**src/rtl/sam_pkg.sv**
```systemverilog
// SAM microsequencer shared definitions: state encoding,
// control-bit indices, opcodes and per-state control words.
package sam_pkg;

  typedef enum logic [3:0] {
    S_RESET0  = 4'd0,
    S_FETCH0  = 4'd1,
    S_FETCH1  = 4'd2,
    S_FETCH2  = 4'd3,
    S_FETCH3  = 4'd4,
    S_DECODE  = 4'd5,
    S_BR_TAKE = 4'd6,
    S_RD1     = 4'd7,
    S_RD_WAIT = 4'd8,
    S_EX_LOAD = 4'd9,
    S_EX_ADD  = 4'd10,
    S_ST0     = 4'd11,
    S_ST1     = 4'd12,
    S_ST_WAIT = 4'd13
  } state_t;

  localparam int B_PC_ABUS   = 21;
  localparam int B_IR_ABUS   = 20;
  localparam int B_MBR_ABUS  = 19;
  localparam int B_RBUS_AC   = 18;
  localparam int B_AC_ALUA   = 17;
  localparam int B_MBUS_ALUB = 16;
  localparam int B_ALU_ADD   = 15;
  localparam int B_ALU_PASSB = 14;
  localparam int B_MAR_ADDR  = 13;
  localparam int B_MBR_DATA  = 12;
  localparam int B_ABUS_IR   = 11;
  localparam int B_ABUS_MAR  = 10;
  localparam int B_DATA_MBR  = 9;
  localparam int B_RBUS_MBR  = 8;
  localparam int B_MBR_MBUS  = 7;
  localparam int B_PC_CLR    = 6;
  localparam int B_PC_INC    = 5;
  localparam int B_ABUS_PC   = 4;
  localparam int B_RW        = 3;
  localparam int B_REQ       = 2;
  localparam int B_AC_RBUS   = 1;
  localparam int B_ALU_RBUS  = 0;

  localparam logic [1:0] OP_LOAD  = 2'b00;
  localparam logic [1:0] OP_STORE = 2'b01;
  localparam logic [1:0] OP_ADD   = 2'b10;
  localparam logic [1:0] OP_BRN   = 2'b11;

  function automatic logic [21:0] cb(input int i);
    return 22'(1) << i;
  endfunction

  localparam logic [21:0] W_RESET0 =
    cb(B_PC_CLR) | cb(B_RW);
  localparam logic [21:0] W_FETCH0 =
    cb(B_PC_ABUS) | cb(B_ABUS_MAR) | cb(B_RW);
  localparam logic [21:0] W_FETCH1 =
    cb(B_MAR_ADDR) | cb(B_RW) | cb(B_REQ);
  localparam logic [21:0] W_FETCH2 =
    cb(B_MAR_ADDR) | cb(B_DATA_MBR) |
    cb(B_RW) | cb(B_REQ);
  localparam logic [21:0] W_FETCH3 =
    cb(B_MBR_ABUS) | cb(B_ABUS_IR) |
    cb(B_PC_INC) | cb(B_RW);
  localparam logic [21:0] W_DECODE =
    cb(B_IR_ABUS) | cb(B_ABUS_MAR) | cb(B_RW);
  localparam logic [21:0] W_BR_TAKE =
    cb(B_IR_ABUS) | cb(B_ABUS_PC) | cb(B_RW);
  localparam logic [21:0] W_RD1 = W_FETCH1;
  localparam logic [21:0] W_RD_WAIT = W_FETCH2;
  localparam logic [21:0] W_EX_LOAD =
    cb(B_RBUS_AC) | cb(B_MBUS_ALUB) |
    cb(B_ALU_PASSB) | cb(B_MBR_MBUS) |
    cb(B_RW) | cb(B_ALU_RBUS);
  localparam logic [21:0] W_EX_ADD =
    cb(B_RBUS_AC) | cb(B_AC_ALUA) |
    cb(B_MBUS_ALUB) | cb(B_ALU_ADD) |
    cb(B_MBR_MBUS) | cb(B_RW) |
    cb(B_ALU_RBUS);
  localparam logic [21:0] W_ST0 =
    cb(B_RBUS_MBR) | cb(B_RW) | cb(B_AC_RBUS);
  localparam logic [21:0] W_ST1 =
    cb(B_MAR_ADDR) | cb(B_MBR_DATA) | cb(B_REQ);
  localparam logic [21:0] W_ST_WAIT = W_ST1;

endpackage

```
**src/rtl/sam_ucode_rom.sv**
```systemverilog
// State to control-word lookup (pure combinational).
// Ports: state (in), b (22-bit control word out).
module sam_ucode_rom
  import sam_pkg::*;
(
  input  state_t      state,
  output logic [21:0] b
);

  always_comb begin
    b = W_RESET0;
    case (state)
      S_RESET0:  b = W_RESET0;
      S_FETCH0:  b = W_FETCH0;
      S_FETCH1:  b = W_FETCH1;
      S_FETCH2:  b = W_FETCH2;
      S_FETCH3:  b = W_FETCH3;
      S_DECODE:  b = W_DECODE;
      S_BR_TAKE: b = W_BR_TAKE;
      S_RD1:     b = W_RD1;
      S_RD_WAIT: b = W_RD_WAIT;
      S_EX_LOAD: b = W_EX_LOAD;
      S_EX_ADD:  b = W_EX_ADD;
      S_ST0:     b = W_ST0;
      S_ST1:     b = W_ST1;
      S_ST_WAIT: b = W_ST_WAIT;
      default:   b = W_RESET0;
    endcase
  end

endmodule

```
**src/rtl/sam_controller.sv**
```systemverilog
// SAM hardwired microsequencer: state register + next-state.
// Ports: clk, rst_n, WAIT, ir_15, ac_15, ir_14 in; b out.
module sam_controller
  import sam_pkg::*;
(
  input  logic        clk,
  input  logic        rst_n,
  input  logic        WAIT,
  input  logic        ir_15,
  input  logic        ac_15,
  input  logic        ir_14,
  output logic [21:0] b
);

  state_t     state;
  state_t     state_nx;
  logic [1:0] op;

  assign op = {ir_15, ir_14};

  always_ff @(posedge clk or negedge rst_n) begin
    if (!rst_n) state <= S_RESET0;
    else        state <= state_nx;
  end

  always_comb begin
    state_nx = S_RESET0;
    case (state)
      S_RESET0:  state_nx = S_FETCH0;
      S_FETCH0:  state_nx = S_FETCH1;
      S_FETCH1:  state_nx = S_FETCH2;
      S_FETCH2:  state_nx = WAIT ? S_FETCH2 : S_FETCH3;
      S_FETCH3:  state_nx = S_DECODE;
      S_DECODE: begin
        unique case (1'b1)
          (op == OP_LOAD),
          (op == OP_ADD):   state_nx = S_RD1;
          (op == OP_STORE): state_nx = S_ST0;
          (op == OP_BRN):
            state_nx = ac_15 ? S_BR_TAKE : S_FETCH0;
          default:          state_nx = S_FETCH0;
        endcase
      end
      S_BR_TAKE: state_nx = S_FETCH0;
      S_RD1:     state_nx = S_RD_WAIT;
      S_RD_WAIT: begin
        if (WAIT)              state_nx = S_RD_WAIT;
        else if (op == OP_ADD) state_nx = S_EX_ADD;
        else                   state_nx = S_EX_LOAD;
      end
      S_EX_LOAD: state_nx = S_FETCH0;
      S_EX_ADD:  state_nx = S_FETCH0;
      S_ST0:     state_nx = S_ST1;
      S_ST1:     state_nx = S_ST_WAIT;
      S_ST_WAIT: state_nx = WAIT ? S_ST_WAIT : S_FETCH0;
      default:   state_nx = S_RESET0;
    endcase
  end

  sam_ucode_rom u_rom (
    .state (state),
    .b     (b)
  );

endmodule

```
**config.mk**
```make
export PLATFORM = sky130hd
export DESIGN_NAME = sam_controller
export DESIGN_NICKNAME = d
export VERILOG_FILES = /design/src/rtl/sam_pkg.sv /design/src/rtl/sam_ucode_rom.sv /design/src/rtl/sam_controller.sv
export SDC_FILE = /design/constraint.sdc
export NUM_CORES = 1
export LEC_CHECK = 0
export BUFFER_PORTS_ARGS = -buffer_cell sky130_fd_sc_hd__buf_2
export CAP_MARGIN = 25
export CORE_UTILIZATION = 44
export CTS_CLUSTER_SIZE = 16
export DETAILED_ROUTE_END_ITERATION = 10
export PLACE_DENSITY = 0.75
export RECOVER_POWER = 25
export SKIP_LAST_GASP = 1
export SLEW_MARGIN = 15
export SYNTH_ARGS = -nofsm -noshare
export SYNTH_HDL_FRONTEND = slang
export SYNTH_SLANG_ARGS = --single-unit
```
**constraint.sdc**
```tcl
create_clock -name clk -period 2.15 [get_ports clk]
set_input_delay 0.43 -clock clk [delete_from_list [all_inputs] [get_ports clk]]
set_output_delay 0.43 -clock clk [all_outputs]
set_load 0.02 [all_outputs]
```
After elaboration in Yosys (flattened, before gate mapping) --
Memories as Yosys holds them, arrays and structs flattened. Index checks and enable logic that the tools add are counted.
Storage, ports and cells: output and inout port bits 22, memories 1, input port bits 6, word-level logic and storage cells 29, register bits 4, ROM bits 352
Memories:
- (name not given) | words 16, bits a word 22, rd ports 1, clocked after Yosys merged registers in 0, write ports 0, RTL line sam_ucode_rom.sv:12 | case (state)
Operators by class: equal/unequal tests 16, reduce and logical (&&, ||, !) cells 4, mux-type cells 7
Operators by type and width (count):
- case mux 4 bit (11 select lines) | 1
- == test 4 bit, second input constant | 6
- == test 4 x 3 -> 1 bit, second input constant | 4
- case mux 4 bit (3 select lines) | 1
- == test 4 x 2 -> 1 bit, second input constant | 2
- 2-to-1 mux 3 bit | 2
- == test 2 bit, second input constant | 2
- == test 4 x 1 -> 1 bit, second input constant | 1
- logical NOT 4 bit | 1
- 2-to-1 mux 2 bit | 2
- 2-to-1 mux 4 bit | 1
- OR reduction 4 bit | 1
- == test 2 x 1 -> 1 bit, second input constant | 1
- logical NOT 2 bit | 1
- OR reduction 2 bit | 1

Longest topological paths before layout --
depth after elaboration 4, depth in mapped cells 7, mapped depth without buffers 5

Modules after synthesis --
From an unflattened synthesis, not the netlist that was laid out.
Unflattened totals: cells, all modules 76, area, all modules 596.8 sq um
By module, submodules not included:
- sam_controller | sequential area each 100.1 sq um, cells an instance 36, times used 1, area each 319.1 sq um
- sam_ucode_rom | sequential area each 0.0 sq um, cells an instance 40, times used 1, area each 277.8 sq um

Worst setup path after synthesis --
No wires, ideal clock.
path kind reg-to-output, from reg state[1], to out b[13], data arrival time 1.522 ns, data required time 1.720 ns, stages on the path, launching flop included 8, setup slack 0.198 ns, cell sequence dfrtp_1 inv_1 ha_1 buf_4 inv_1 a221oi_1 or2_1 buf_4
On the way: cells in the longest elaborated chain, start to end 1
RTL lines:
- start, declared | RTL line sam_controller.sv:15 | state_t state;
- start signal, assigned | RTL line sam_controller.sv:23 | else state <= state_nx;
- memory read (16 x 22 bit)
- end, declared | RTL line sam_controller.sv:12 | output logic [21:0] b
No other way between the ends.

Final worst setup path --
from reg state[1], to out b[2]
Same word-level chain as after synthesis.

==> run_results.csv <==
group,metric,value,unit
status,status,"complete, no violations",
finish,drive_above_1_share,36.08,%
critical_path,cp-end-kind,"output pin",
critical_path,startpoint,"state[1]",
clock_tree,htree_levels,1,
logic_synthesis,syn-instance-count,78,
critical_path,critical_path.max_fanout,10,
critical_path,setup.worst_path.class,"flip-flop to output pin",
route,detail_route.iter0.violations,30,
critical_path,crit-reg2reg-launch,"state[0]",
clock_tree,cts_buffer_depth,2,
sta,rsz_0062_raised_after_global_routing,"no",
die,num_ports,28,
route,remaining_drc_errors,0,
route,first_pass_iters,4,
global_routing,busiest_metal_layer_after_global_routing,"met2",
sta,finClkSkew,0.8529,ps
die,rows,12,
power_and_ir_drop,totalPowerFinal,1.064,mW
finish,final_net_count,110,
worst_hold_path,hold_path_startpoint,"ir_14",
finish,top_flop_regs,"state: 4 flops",
logic_synthesis,seq_total_area_yosys,17.02,%
route,viasPerCell,5.685,
logic_synthesis,yosys_register_bits,4,
global_routing,grt_pass1_wl,2152,um
clock_tree,postCtsSetupRepairBufs,0,
finish,layout-area-overhead-vs-synth,18.72,%
clock_tree,clk_pin_slew_worst_paths,40,ps
critical_path,reg2reg_slack,420,ps
logic_synthesis,synthesis.nets,89,
logic_synthesis,synthesized_cell_area,588.1,um2
sta,setup_failing_eps_final,0,
sta,final_period_minus_worst_setup_slack,2070,ps
logic_synthesis,synthesis.yosys.warnings,0,
route,route.detailed.wl_per_inst,12.32,um
sta,final.setup.tns,0,ps
sta,period_share,96.29,%
die,floorplan.core_area,1171,um2
global_routing,gr-usage-all-layers,20.41,%
global_routing,met3_grt_util,4.070,%
finish,largest_register_ff_count,4,
power_and_ir_drop,vdd.ir_drop.worst,0.8221,mV
die,fp.dieArea,1487,um2
sta,finalWorstSetupSlack,79.76,ps
finish,insertedDiodeCount,0,
worst_hold_path,min-delay-path-class,"input pin to flip-flop",
route,route.vias.total,631,
critical_path,worst_ep_arrival_time,1640,ps
route,drt_wl_total,1368,um
placement,hpwlAfterDp,992.6,um
clock_tree,clk-insertion-delay-late,240,ps
sta,timing.max_slew.rel_slack,64.48,%
power_and_ir_drop,power_dens_cells,1524,nW/um2
route,drtAntennaViolNets,0,
global_routing,grt_max_degree,21,
critical_path,crit_path_start_kind,"flip-flop",
sta,slew_violations,0,
clock_tree,clock_tree_from_tritoncts,"yes",
global_routing,globalRouteOverflowTotal,0,
finish,layout.cells.most_common_list,"26 x sky130_fd_sc_hd__buf_2, 7 x sky130_fd_sc_hd__and2_1",
global_routing,first_global_vias,496,
sta,max_freq,483.0,MHz
sta,timing.final.hold_violations,0,
sta,worst_pin_slew,532.7,ps
critical_path,cp_data_required_time,1720,ps
global_routing,grt_antenna_before_repair,0,
global_routing,grtUsageMet1,27.02,%
global_routing,grt.met2_usage,32.08,%
power_and_ir_drop,leakage_power_summed_over_all_cells,0.3751,nW
clock_tree,cts_sinks,4,
placement,place_ws,109.9,ps
clock_tree,cts_buffers,3,
die,die_y_extent,38.56,um
placement,gpl.final_weighted_congestion,0.9171,
finish,final_common_cell,"sky130_fd_sc_hd__buf_2",
job,maxCapViolCount,0,
sta,timing.hold.ws,448.9,ps
die,horizontal_die_dimension,38.56,um
logic_synthesis,ys_types,30,
finish,max_flop_register,"state",
die,floorplan.initialDensity,50.21,%
logic_synthesis,synth.avg_cell_area,7.539,um2
clock_tree,cts.root.buffer_cell,"sky130_fd_sc_hd__clkbuf_4",
placement,io_buffer_count,27,
-- repair_timing --
action,CTS,global route
setup endpoints to repair,2,2
resized for setup,2,3
hold buffers,1,0
endpoints found under the hold margin,4,0
-- per-stage QoR --
step	cells	area (um2)	util [%]
finish	111	698.2	59.62
global route	111	698.2	59.62
CTS	111	696.9	59.51
detailed placement	107	651.9	55.66
global placement	107	651.9	55.66
floorplan	78	588.1	-
-- cells by family after synthesis --
logic type | share of synthesized area [%]
AO/OA/AOI/OAI | 19.36
adder cells (fa/ha/maj) | 10.64
AND/OR/NAND/NOR | 32.13
flip-flops | 17.02
buffers and inverters | 20.85
-- layout make-up --
| class | instances | area [um2] |
|---|---|---|
| clock buffers | 3 | 22.52 |
| fillers | 111 | 473.0 |
| inverters | 7 | 26.28 |
| multi-input cells | 54 | 380.4 |
| flip-flops and latches | 4 | 100.1 |
| well taps | 14 | 17.52 |
| repair buffers | 29 | 151.4 |
-- cell usage after synthesis --
cell                         n  area [um2]
sky130_fd_sc_hd__buf_6       1       11.26
sky130_fd_sc_hd__o21ai_0     5       25.02
sky130_fd_sc_hd__nand3b_1    2       15.01
sky130_fd_sc_hd__a31oi_1     1       6.260
sky130_fd_sc_hd__nor3_1      1       5.000
sky130_fd_sc_hd__dfrtp_1     4       100.1
sky130_fd_sc_hd__a21oi_1     5       25.02
sky130_fd_sc_hd__o311ai_0    1       8.760
sky130_fd_sc_hd__nand2b_1    2       12.51
sky130_fd_sc_hd__o21ai_1     1       5.000
sky130_fd_sc_hd__nor2b_1     5       31.28
sky130_fd_sc_hd__and3_1      1       6.260
sky130_fd_sc_hd__and2_1      7       43.79
sky130_fd_sc_hd__o221ai_1    1       8.760
sky130_fd_sc_hd__or4_1       1       7.510
sky130_fd_sc_hd__nand2_1     4       15.01
sky130_fd_sc_hd__o32ai_1     1       8.760
sky130_fd_sc_hd__buf_2       2       10.01
sky130_fd_sc_hd__nand4b_1    1       8.760
sky130_fd_sc_hd__ha_1        5       62.56
sky130_fd_sc_hd__a2bb2oi_1   1       8.760
sky130_fd_sc_hd__inv_1       7       26.28
sky130_fd_sc_hd__nand4bb_1   1       11.26
sky130_fd_sc_hd__a32oi_1     1       8.760
sky130_fd_sc_hd__a221oi_1    1       8.760
sky130_fd_sc_hd__nor2_1      3       11.26
sky130_fd_sc_hd__nor3_2      1       10.01
sky130_fd_sc_hd__nand3_1     1       5.000
sky130_fd_sc_hd__or2_1       1       6.260
sky130_fd_sc_hd__buf_4      10       75.07
-- worst max-delay path, cell delays in order, from the launching register on --
cell,delay [ps]
sky130_fd_sc_hd__dfrtp_1,420
sky130_fd_sc_hd__inv_2,140
sky130_fd_sc_hd__ha_4,210
sky130_fd_sc_hd__inv_1,50
sky130_fd_sc_hd__a221oi_1,270
sky130_fd_sc_hd__or2_1,150
sky130_fd_sc_hd__buf_2,160
-- path summary, 6_finish.rpt --
path	cells past startpoint	endpoint
min in group asynchronous	2	state[2]
worst max register to register	5	state[0]
max in group asynchronous	2	state[3]
worst max-delay path	6	b[2]
worst min-delay path	2	state[1]
worst min register to register	1	state[2]
-- per-layer routing --
layer	routed length [um]	vias to the layer above
met3	102	0
met5	0	-
met1	623	289
li1	-	302
met2	643	40
met4	0	0
-- where the power goes --
part | internal (mW) | switching, mW
Sequential | 0.110 | 0.0896
Clock | 0.0624 | 0.0307
Combinational | 0.318 | 0.453
Power figures use the tool's default switching activity.
